`src/rtl/ppc_types.sv`:
```
// Shared PowerPC core types: condition/exception info and the result-bus record
// used by the arbiter, the ROB and the GPR writeback.
package ppc_types;

    localparam int unsigned RS_ID_WIDTH_DEFAULT = 5;

    typedef struct packed {
        logic [3:0] cr0;
        logic       so;
        logic       ov;
        logic       ca;
    } cond_exception_t;

    typedef struct packed {
        logic [RS_ID_WIDTH_DEFAULT-1:0] rs_id;
        logic [4:0]                     reg_addr;
        logic [31:0]                    result;
        cond_exception_t                cr0_xer;
    } result_bus_t;

endpackage

```
`src/rtl/result_bus_arbiter_pkg.sv`:
```
// Constants and helpers for the execution-unit result arbiter.
package result_bus_arbiter_pkg;

    localparam int unsigned UNITS_DEFAULT  = 4;
    localparam int unsigned GPR_ADDR_WIDTH = 5;
    localparam int unsigned RESULT_WIDTH   = 32;

    // Modulo-n increment that avoids a divider for non power-of-two n.
    function automatic int unsigned wrapIncrement(input int unsigned idx, input int unsigned n);
        return (idx + 1 >= n) ? 0 : idx + 1;
    endfunction

endpackage

```
`src/rtl/result_bus_arbiter_if.sv`:
```
// Execution-unit result ports plus the writeback / operand-broadcast side.
interface result_bus_arbiter_if
    import ppc_types::*;
#(
    parameter int unsigned UNITS       = 4,
    parameter int unsigned RS_ID_WIDTH = ppc_types::RS_ID_WIDTH_DEFAULT
) ();

    logic [UNITS-1:0]                  unit_valid;
    logic [UNITS-1:0]                  unit_ready;
    logic [UNITS-1:0][RS_ID_WIDTH-1:0] unit_rs_id;
    logic [UNITS-1:0][4:0]             unit_reg_addr;
    logic [UNITS-1:0][31:0]            unit_result;
    cond_exception_t [UNITS-1:0]       unit_cr0_xer;

    logic                              wb_valid;
    logic                              wb_ready;
    logic [4:0]                        wb_reg_addr;
    cond_exception_t                   wb_cr0_xer;
    logic                              update_op_valid;
    logic [RS_ID_WIDTH-1:0]            update_op_rs_id_out;
    logic [31:0]                       update_op_value_out;

    // Execution units and writeback drive the arbiter through this side.
    modport master (
        output unit_valid, unit_rs_id, unit_reg_addr, unit_result, unit_cr0_xer, wb_ready,
        input  unit_ready, wb_valid, wb_reg_addr, wb_cr0_xer,
               update_op_valid, update_op_rs_id_out, update_op_value_out
    );

    modport slave (
        input  unit_valid, unit_rs_id, unit_reg_addr, unit_result, unit_cr0_xer, wb_ready,
        output unit_ready, wb_valid, wb_reg_addr, wb_cr0_xer,
               update_op_valid, update_op_rs_id_out, update_op_value_out
    );

endinterface

```
`src/rtl/rr_arbiter.sv`:
```
// Round-robin request arbiter: scans upward from the pointer, moves the pointer
// past the winner only when the caller reports that the grant was consumed.
module rr_arbiter
    import result_bus_arbiter_pkg::*;
#(
    parameter  int unsigned N     = 4,
    localparam int unsigned PTR_W = (N > 1) ? $clog2(N) : 1
) (
    input  logic             clk,
    input  logic             rst,
    input  logic [N-1:0]     req_i,
    input  logic             advance_i,
    output logic [N-1:0]     grant_o,
    output logic [PTR_W-1:0] grantIdx_o,
    output logic [PTR_W-1:0] ptr_o
);

    logic [PTR_W-1:0] ptr_q, ptr_d;
    logic             found;
    int unsigned      cand;

    // First requester at or above the pointer, wrapping modulo N.
    always_comb begin
        grant_o    = '0;
        grantIdx_o = '0;
        found      = 1'b0;
        cand       = 0;
        for (int unsigned off = 0; off < N; off++) begin
            cand = (32'(ptr_q) + off) % N;
            if (!found && req_i[cand]) begin
                found           = 1'b1;
                grant_o[cand]   = 1'b1;
                grantIdx_o      = cand[PTR_W-1:0];
            end
        end
    end

    always_comb begin
        ptr_d = ptr_q;
        if (advance_i) begin
            ptr_d = PTR_W'(wrapIncrement(32'(grantIdx_o), N));
        end
    end

    always_ff @(posedge clk or posedge rst) begin
        if (rst) begin
            ptr_q <= '0;
        end else begin
            ptr_q <= ptr_d;
        end
    end

    assign ptr_o = ptr_q;

endmodule

```
`src/rtl/result_bus_arbiter.sv`:
```
// Merges execution-unit results onto one registered result bus that feeds GPR
// writeback and broadcasts each result once to the reservation stations.
module result_bus_arbiter
    import ppc_types::*;
    import result_bus_arbiter_pkg::*;
#(
    parameter int unsigned UNITS       = UNITS_DEFAULT,
    parameter int unsigned RS_ID_WIDTH = RS_ID_WIDTH_DEFAULT
) (
    input logic                 clk,
    input logic                 rst,
    result_bus_arbiter_if.slave bus
);

    localparam int unsigned IDX_W = (UNITS > 1) ? $clog2(UNITS) : 1;

    logic [UNITS-1:0]              grant;
    logic [IDX_W-1:0]              grantIdx;
    logic [IDX_W-1:0]              rrPtr;
    logic                          canLoad;
    logic                          transfer;

    logic                          wbValid_q,  wbValid_d;
    logic [RS_ID_WIDTH-1:0]        rsId_q,     rsId_d;
    logic [GPR_ADDR_WIDTH-1:0]     regAddr_q,  regAddr_d;
    logic [RESULT_WIDTH-1:0]       result_q,   result_d;
    cond_exception_t               cr0Xer_q,   cr0Xer_d;

    rr_arbiter #(
        .N (UNITS)
    ) u_rr (
        .clk        (clk),
        .rst        (rst),
        .req_i      (bus.unit_valid),
        .advance_i  (transfer),
        .grant_o    (grant),
        .grantIdx_o (grantIdx),
        .ptr_o      (rrPtr)
    );

    // The output stage can take a new result when empty or draining this cycle.
    always_comb begin
        canLoad        = !wbValid_q || bus.wb_ready;
        bus.unit_ready = rst ? '0 : (grant & {UNITS{canLoad}});
        transfer       = |(bus.unit_valid & bus.unit_ready);
    end

    always_comb begin
        wbValid_d = wbValid_q;
        rsId_d    = rsId_q;
        regAddr_d = regAddr_q;
        result_d  = result_q;
        cr0Xer_d  = cr0Xer_q;
        if (transfer) begin
            wbValid_d = 1'b1;
            rsId_d    = bus.unit_rs_id[grantIdx];
            regAddr_d = bus.unit_reg_addr[grantIdx];
            result_d  = bus.unit_result[grantIdx];
            cr0Xer_d  = bus.unit_cr0_xer[grantIdx];
        end else if (bus.wb_ready) begin
            wbValid_d = 1'b0;
        end
    end

    always_ff @(posedge clk or posedge rst) begin
        if (rst) begin
            wbValid_q <= 1'b0;
            rsId_q    <= '0;
            regAddr_q <= '0;
            result_q  <= '0;
            cr0Xer_q  <= '0;
        end else begin
            wbValid_q <= wbValid_d;
            rsId_q    <= rsId_d;
            regAddr_q <= regAddr_d;
            result_q  <= result_d;
            cr0Xer_q  <= cr0Xer_d;
        end
    end

    // The broadcast is the writeback handshake itself, so each result fires once.
    always_comb begin
        bus.wb_valid            = wbValid_q;
        bus.wb_reg_addr         = regAddr_q;
        bus.wb_cr0_xer          = cr0Xer_q;
        bus.update_op_valid     = wbValid_q && bus.wb_ready;
        bus.update_op_rs_id_out = rsId_q;
        bus.update_op_value_out = result_q;
    end

    idlePointerHolds: assert property (@(posedge clk) disable iff (rst)
        !(|bus.unit_valid) |=> $stable(rrPtr));

endmodule

```
`src/flat_wrapper.sv`:
```
// flat-port wrapper written by rule: the top's interface ports become plain ports
module result_bus_arbiter_flat import ppc_types::*; import result_bus_arbiter_pkg::*;
#(
    parameter int unsigned UNITS       = UNITS_DEFAULT,
    parameter int unsigned RS_ID_WIDTH = RS_ID_WIDTH_DEFAULT
)
  (clk, rst, bus_unit_valid, bus_unit_rs_id, bus_unit_reg_addr, bus_unit_result, bus_unit_cr0_xer, bus_wb_ready, bus_unit_ready, bus_wb_valid, bus_wb_reg_addr, bus_wb_cr0_xer, bus_update_op_valid, bus_update_op_rs_id_out, bus_update_op_value_out);
  result_bus_arbiter_if #(.UNITS(UNITS), .RS_ID_WIDTH(RS_ID_WIDTH)) bus_i ();
  input logic clk;
  input logic rst;
  input wire logic [$bits(bus_i.unit_valid)-1:0] bus_unit_valid;
  input wire logic [$bits(bus_i.unit_rs_id)-1:0] bus_unit_rs_id;
  input wire logic [$bits(bus_i.unit_reg_addr)-1:0] bus_unit_reg_addr;
  input wire logic [$bits(bus_i.unit_result)-1:0] bus_unit_result;
  input wire logic [$bits(bus_i.unit_cr0_xer)-1:0] bus_unit_cr0_xer;
  input wire logic [$bits(bus_i.wb_ready)-1:0] bus_wb_ready;
  output wire logic [$bits(bus_i.unit_ready)-1:0] bus_unit_ready;
  output wire logic [$bits(bus_i.wb_valid)-1:0] bus_wb_valid;
  output wire logic [$bits(bus_i.wb_reg_addr)-1:0] bus_wb_reg_addr;
  output wire logic [$bits(bus_i.wb_cr0_xer)-1:0] bus_wb_cr0_xer;
  output wire logic [$bits(bus_i.update_op_valid)-1:0] bus_update_op_valid;
  output wire logic [$bits(bus_i.update_op_rs_id_out)-1:0] bus_update_op_rs_id_out;
  output wire logic [$bits(bus_i.update_op_value_out)-1:0] bus_update_op_value_out;
  assign bus_i.unit_valid = bus_unit_valid;
  assign bus_i.unit_rs_id = bus_unit_rs_id;
  assign bus_i.unit_reg_addr = bus_unit_reg_addr;
  assign bus_i.unit_result = bus_unit_result;
  assign bus_i.unit_cr0_xer = bus_unit_cr0_xer;
  assign bus_i.wb_ready = bus_wb_ready;
  assign bus_unit_ready = bus_i.unit_ready;
  assign bus_wb_valid = bus_i.wb_valid;
  assign bus_wb_reg_addr = bus_i.wb_reg_addr;
  assign bus_wb_cr0_xer = bus_i.wb_cr0_xer;
  assign bus_update_op_valid = bus_i.update_op_valid;
  assign bus_update_op_rs_id_out = bus_i.update_op_rs_id_out;
  assign bus_update_op_value_out = bus_i.update_op_value_out;
  result_bus_arbiter #(.UNITS(UNITS), .RS_ID_WIDTH(RS_ID_WIDTH)) u_core (.clk(clk), .rst(rst), .bus(bus_i));
endmodule
```
`config.mk`:
```
export PLATFORM = sky130hd
export DESIGN_NAME = result_bus_arbiter_flat
export DESIGN_NICKNAME = d
export VERILOG_FILES = /design/src/rtl/ppc_types.sv /design/src/rtl/result_bus_arbiter_pkg.sv /design/src/rtl/result_bus_arbiter_if.sv /design/src/rtl/rr_arbiter.sv /design/src/rtl/result_bus_arbiter.sv /design/src/flat_wrapper.sv
export SDC_FILE = /design/constraint.sdc
export NUM_CORES = 1
export LEC_CHECK = 0
export ABC_AREA = 1
export CAP_MARGIN = 20
export CORE_ASPECT_RATIO = 0.6
export CORE_UTILIZATION = 37
export CTS_CLUSTER_DIAMETER = 100
export CTS_CLUSTER_SIZE = 30
export DETAILED_ROUTE_END_ITERATION = 10
export GPL_ROUTABILITY_DRIVEN = 0
export HOLD_SLACK_MARGIN = 0.06
export PLACE_DENSITY = 0.82
export SYNTH_ARGS = -nofsm -noshare
export SYNTH_HDL_FRONTEND = slang
export SYNTH_SLANG_ARGS = --single-unit
```
`constraint.sdc`:
```
create_clock -name clk -period 3.2 [get_ports clk]
set_clock_uncertainty 0.15 [all_clocks]
set_input_delay 0.96 -clock clk [delete_from_list [all_inputs] [get_ports clk]]
set_output_delay 0.96 -clock clk [all_outputs]
set_load 0.05 [all_outputs]
```
== After elaboration in Yosys (flattened, before gate mapping) ==
Index checks and enable logic that the tools add are counted.

* Muxes and demuxes: 39
* Add/subtract/negate cells: 4
* Reduce and logical (&&, ||, !) cells: 15
* Order comparisons: 10
* Bitwise operators: 5

{| class="wikitable"
|+ Operators with widths
! cell !! count
|-
| $bmux 32 s2 || 1
|-
| $mux 32 || 1
|-
| $bmux 5 s2 || 2
|-
| $mux 4 || 5
|-
| $lt 2x3->1 const B || 5
|-
| $bmux 7 s2 || 1
|-
| $mux 1 || 13
|-
| $or 4x4->4 || 3
|-
| $mux 2 || 5
|-
| $mux 5 || 2
|-
| $and 4x4->4 || 2
|-
| $bmux 1 s2 || 4
|-
| $demux 1 s2 || 4
|-
| $ge 2x1->1 const B || 4
|-
| $logic_and 1x1->1 || 8
|-
| $mux 7 || 1
|-
| $add 2x2->2 const B || 2
|-
| $logic_not 1->1 || 4
|-
| $reduce_or 4->1 || 1
|-
| $add 2x1->3 const B || 1
|-
| $ge 3x3->1 const B || 1
|-
| $add 2x1->2 const B || 1
|-
| $reduce_bool 2->1 || 1
|-
| $logic_or 1x1->1 || 1
|}

* Bits of input ports: 203
* Word-level logic and storage cells: 82
* Output and inout bits: 55
* Bits in registers: 52

== Longest topological paths before layout ==
* Word-level depth: 17
* Mapped depth: 16

== By module ==
A second synthesis with hierarchy kept.

* Cell total of the unflattened synthesis: 710
* Area, all modules: 4,508.1 µm²

{| class="wikitable"
|+ By module, submodules not included
! module !! area each (µm²) !! times used !! cells an instance
|-
| result_bus_arbiter || 3,868.7 || 1 || 616
|-
| rr_arbiter || 639.4 || 1 || 94
|}

== Worst setup path before layout ==
OpenSTA, ideal clock, no wires.

* Path kind: reg2out
* Start: register (tool-made name)
* End: output bus_unit_ready[0]
* Arrival: 2.028 ns
* Path slack: 0.062 ns
* Buffers on the path: 0
* Cell stages (with the launch flop): 12
* Required time: 2.090 ns
* Cells stage by stage: dfrtp_1 > inv_2 > ha_1 > inv_1 > nand3_1 > nand2_1 > nand3_1 > nor2_1 > nand2_1 > nand3_1 > nand2_1 > inv_1

{| class="wikitable"
|+ RTL lines
! what !! line !! RTL
|-
| end, declared || flat_wrapper.sv:17 || <nowiki>output wire logic [$bits(bus_i.unit_ready)-1:0] bus_unit_ready;</nowiki>
|}

== Final worst setup path ==
* Start: input bus_unit_valid[2]
* End: output bus_unit_ready[1]

* Longest elaborated chain between the ends: 14
* Elaborated cells between the ends (all ways): 26
* Classes of those cells: 16 x mux; 4 x bitwise; 6 x reduce/logical

{| class="wikitable"
|+ RTL lines
! what !! line !! RTL
|-
| start, declared || flat_wrapper.sv:11 || <nowiki>input wire logic [$bits(bus_i.unit_valid)-1:0] bus_unit_valid;</nowiki>
|-
| $bmux 1 s2 || rr_arbiter.sv:30 || <nowiki>if (!found && req_i[cand]) begin</nowiki>
|-
| $mux 1 (not written as such) || rr_arbiter.sv:30 ||
|-
| $mux 1 || rr_arbiter.sv:30 ||
|-
| $logic_not 1->1 || rr_arbiter.sv:30 ||
|-
| $logic_and 1x1->1 || rr_arbiter.sv:30 ||
|-
| $mux 1 || rr_arbiter.sv:30 ||
|-
| $logic_not 1->1 || rr_arbiter.sv:30 ||
|-
| $logic_and 1x1->1 || rr_arbiter.sv:30 ||
|-
| $mux 1 || rr_arbiter.sv:30 ||
|-
| $logic_not 1->1 || rr_arbiter.sv:30 ||
|-
| $logic_and 1x1->1 || rr_arbiter.sv:30 ||
|-
| $mux 4 (*) || rr_arbiter.sv:30 ||
|-
| $and 4x4->4 (*) || result_bus_arbiter.sv:44 || <nowiki>bus.unit_ready = rst ? '0 : (grant & {UNITS{canLoad}});</nowiki>
|-
| $mux 4 (*) || result_bus_arbiter.sv:44 ||
|}

Every way passes the cells marked *; elsewhere a longest branch is shown, timed or not. The select of a mux whose other input is x is not followed.

==> metrics.txt <==
# TYPE chip_impl_metric gauge
chip_impl_metric{name="timing.hold.ws",unit="ns"} 0.332
chip_impl_metric{name="cp_max_fo",unit=""} 6
chip_impl_metric{name="required",unit="ns"} 2.09
chip_impl_info{name="timing.critical_path.mode_cell",value="nand2_1"} 1
chip_impl_info{name="timing.critical_path.slowest_stage_cell",value="nor2_4"} 1
chip_impl_metric{name="slew_headroom",unit=""} 0.606
chip_impl_metric{name="sequential_fraction_of_the_synthesis_area",unit=""} 0.330
chip_impl_metric{name="clk_path_buf_depth",unit=""} 2
chip_impl_metric{name="grt-ovfl-total",unit=""} 0
chip_impl_info{name="most_common_cell_in_the_synthesized_netlist",value="nand2_1"} 1
chip_impl_metric{name="finished_layout_cell_area",unit="mm²"} 0.00729
chip_impl_metric{name="dpl_cell_area",unit="mm²"} 0.00686
chip_impl_metric{name="netlist_area",unit="mm²"} 0.00394
chip_impl_metric{name="grt_antenna_before_repair",unit=""} 0
chip_impl_metric{name="share_of_post_route_cells_with_drive_strength_above_1",unit=""} 0.107
chip_impl_metric{name="grt_pass1_wl",unit="mm"} 24.7
chip_impl_metric{name="synth-edff-count",unit=""} 0
chip_impl_metric{name="p_total",unit="W"} 0.00989
chip_impl_metric{name="fin_nets",unit=""} 1117
chip_impl_info{name="worst_hold_path_type",value="flop to flop"} 1
chip_impl_metric{name="synth_largest_type_area_fraction",unit=""} 0.330
chip_impl_metric{name="ios",unit=""} 258
chip_impl_metric{name="syn_area_per_cell",unit="µm²"} 6.12
chip_impl_metric{name="num_vias",unit=""} 5379
chip_impl_metric{name="detailedRoute.firstPassIterationCount",unit=""} 5
chip_impl_metric{name="postSynthCellCount",unit=""} 644
chip_impl_metric{name="final.min_clock_period",unit="ns"} 3.30
chip_impl_metric{name="cts_made_buffers",unit=""} 5
chip_impl_metric{name="die_width",unit="µm"} 135
chip_impl_metric{name="syn_nets",unit=""} 855
chip_impl_info{name="path_cells",value="buf_8, nand2_1, nand2_1, nand2_1, nand2_2, nor2_4, nand4_1, nand3_2, nand2_2, inv_2, buf_12"} 1
chip_impl_info{name="clock_tree.root_cell",value="clkbuf_16"} 1
chip_impl_info{name="worstSetupPathType",value="input port to output port"} 1
chip_impl_metric{name="start_util",unit=""} 0.391
chip_impl_metric{name="drcViolationCount",unit=""} 0
chip_impl_metric{name="synth_seq_cells",unit=""} 52
chip_impl_metric{name="drt_iter0_drc",unit=""} 345
chip_impl_metric{name="grt_util_all_layers",unit=""} 0.286
chip_impl_metric{name="port-buffer-count",unit=""} 257
chip_impl_metric{name="post_drt_via_cell_ratio",unit=""} 5.17
chip_impl_metric{name="postRouteWirelength",unit="mm"} 16.5
chip_impl_info{name="grt_setup_unrepaired",value="yes"} 1
chip_impl_info{name="status",value="finished, violations left"} 1
chip_impl_metric{name="power_leakage",unit="nW"} 3.44
chip_impl_info{name="yosys-top-cells-count",value="nand2_1 (333), nand3_1 (162), dfrtp_1 (52), buf_2 (24), inv_1 (15)"} 1
chip_impl_metric{name="cpPeakStageDelay",unit="ns"} 0.16
chip_impl_metric{name="cts_htree_levels",unit=""} 2
chip_impl_metric{name="floorplan.rows",unit=""} 28
chip_impl_info{name="violations",value="negative setup slack"} 1
chip_impl_metric{name="detailed_place_hpwl",unit="mm"} 11.6
chip_impl_metric{name="pin_count_of_the_biggest_net_entering_global_routing",unit=""} 72
chip_impl_metric{name="die-height",unit="µm"} 82.0
chip_impl_metric{name="async_flop_share",unit=""} 1.00
chip_impl_info{name="cp-start-kind",value="input port"} 1
chip_impl_metric{name="antennaDiodeCount",unit=""} 0
chip_impl_metric{name="powerDensity",unit="mW/mm²"} 1360
chip_impl_metric{name="final-max-slew-violation-count",unit=""} 0
chip_impl_metric{name="cts.clk_slew.worst_paths",unit="ns"} 0.07
chip_impl_metric{name="maxClockFrequency",unit="GHz"} 0.303
chip_impl_info{name="cts_tree",value="built"} 1
chip_impl_metric{name="synth-warning-count",unit=""} 0
chip_impl_metric{name="first_global_vias",unit=""} 5003
chip_impl_metric{name="critical_path_arrival",unit="ns"} 2.19
chip_impl_metric{name="worst_ir_drop_vdd",unit="µV"} 1030
chip_impl_metric{name="die_area",unit="mm²"} 0.0111
chip_impl_info{name="crit_path_end_kind",value="output port"} 1
chip_impl_metric{name="cts_hold_buffers",unit=""} 0
chip_impl_metric{name="timing_worst_slew_pin_value",unit="ns"} 0.589
chip_impl_metric{name="final.setup.worst_slack",unit="ns"} -0.101
chip_impl_metric{name="tcrit_tclk_final",unit=""} 1.03
chip_impl_info{name="biggest_area_consumer_among_synthesized_cells",value="dfrtp_1"} 1
chip_impl_info{name="post_synth_top_flop",value="dfrtp_1"} 1
chip_impl_metric{name="layout-area-overhead-vs-synth",unit="%"} 84.7
chip_impl_metric{name="finalHoldViolations",unit=""} 0
chip_impl_metric{name="core_footprint",unit="mm²"} 0.0101
chip_impl_metric{name="route.antenna.remaining_nets",unit=""} 0
chip_impl_info{name="synth.top_cells.by_area",value="dfrtp_1 (33%), nand2_1 (32%), nand3_1 (21%), buf_2 (3.0%), ha_1 (2.5%)"} 1
chip_impl_metric{name="synth.distinct_cells",unit=""} 25
chip_impl_metric{name="number_of_maximum_capacitance_violations",unit=""} 0
chip_impl_metric{name="clkLatencyLatePin",unit="ns"} 0.29
chip_impl_metric{name="final-setup-viol-count",unit=""} 4
chip_impl_metric{name="wire_per_inst",unit="µm"} 15.8
chip_impl_metric{name="clock-sinks",unit=""} 52
-- area by class of cell --
cell class,instances,area [µm²]
well taps,135,169
multi-input cells,534,2520
inverters,18,92.6
clock inverters,1,8.76
flip-flops and latches,52,1300
repair buffers,295,3050
clock buffers,6,139
fillers,762,2800
-- power breakdown --
group	switching, W	total [W]	internal, W
Sequential	0.000178	0.00119	0.00101
Clock	0.000239	0.000548	0.000309
Combinational	0.00525	0.00815	0.00291
-- repair_timing --
| item | in CTS | in global routing |
|---|---|---|
| pin swaps | 10 | 12 |
| endpoints found under the hold margin | 0 | 0 |
| gates resized for setup | 51 | 29 |
| setup endpoints to repair | 7 | 4 |
| setup buffers | 8 | 4 |
-- routing by layer --
| metal | wire length, µm | vias to the layer above | track usage |
|---|---|---|---|
| met4 | 469 | 0 | 0.107 |
| met1 | 6800 | 2441 | 0.352 |
| li1 | - | 2598 | - |
| met2 | 7830 | 286 | 0.503 |
| met3 | 1370 | 54 | 0.0537 |
| met5 | 0 | - | 0 |
-- final timing paths --
path	start	to	slack, ns	cells past startpoint
min in group asynchronous	rst	u_core.u_rr.ptr_o[1]$_DFFE_PP0P_	0.90	2
max	bus_unit_valid[2]	bus_unit_ready[1]	-0.10	11
max in group asynchronous	rst	u_core.bus.update_op_rs_id_out[4]$_DFFE_PP0P_	1.46	3
min	u_core.bus.update_op_rs_id_out[3]$_DFFE_PP0P_	u_core.bus.update_op_rs_id_out[3]$_DFFE_PP0P_	0.33	2
min reg2reg	u_core.bus.update_op_rs_id_out[3]$_DFFE_PP0P_	u_core.bus.update_op_rs_id_out[3]$_DFFE_PP0P_	0.33	2
max reg2reg	flop	u_core.bus.update_op_value_out[1]$_DFFE_PP0P_	0.41	17
-- cells by family (layout without fill, tap and decap cells) --
family | after synthesis | after routing | synth area share
compound gates | 12 | 12 | 0.0193
xor+xnor | 1 | 1 | 0.00222
fa+ha+maj | 8 | 8 | 0.0254
buf+inv | 58 | 320 | 0.0704
flops | 52 | 52 | 0.330
simple gates | 513 | 513 | 0.553
-- placed cells by master, fill, tap and decap left out --
cell type        count
clkinv_4             1
o21ai_1              1
nand3_4              2
a21oi_1              2
nand4_1              5
buf_12              16
clkinv_8             1
a21boi_0             1
nand3_2              5
nor2_2               1
nor2_1               1
xor2_1               1
nor2_4               4
nand2_1            323
inv_2                7
clkdlybuf4s50_1    248
buf_8                1
dfrtp_1             52
ha_1                 7
nand3b_1             1
a21boi_1             2
buf_4               27
clkbuf_8             1
nand2_2              7
o21ai_0              3
nand3_1            157
inv_4                5
clkbuf_16            5
a21boi_2             2
nand2_8              1
inv_1                5
o21ai_4              1
nand2_4              6
ha_4                 1
buf_6                3
-- critical path, delay by kind of cell --
| family | cells | cell delay [ns] |
|---|---|---|
| buf+inv | 3 | 0.31 |
| simple gates | 8 | 0.91 |
-- flip-flops by register name, summed over array words and instances (netlist names), named ones only --
register / cells
u_core.u_rr.ptr_o: 1
u_core.bus.update_op_rs_id_out: 5
u_core.bus.update_op_value_out: 32
u_core.bus.wb_reg_addr: 5
u_core.bus.wb_cr0_xer: 7
u_core.bus.wb_valid: 1
-- metrics by stage --
step / std cells / setup WS, ns / util / TNS [ns]
floorplan: 644 / 0.0625 / - / 0
global placement: 1022 / -0.376 / 0.680 / -4.73
detailed placement: 1022 / -0.521 / 0.680 / -13.99
CTS: 1037 / 0.00910 / 0.708 / 0
global route: 1041 / -0.190 / 0.722 / -0.617
finish: 1041 / -0.101 / 0.722 / -0.288
(Power assumes the default switching activity.)
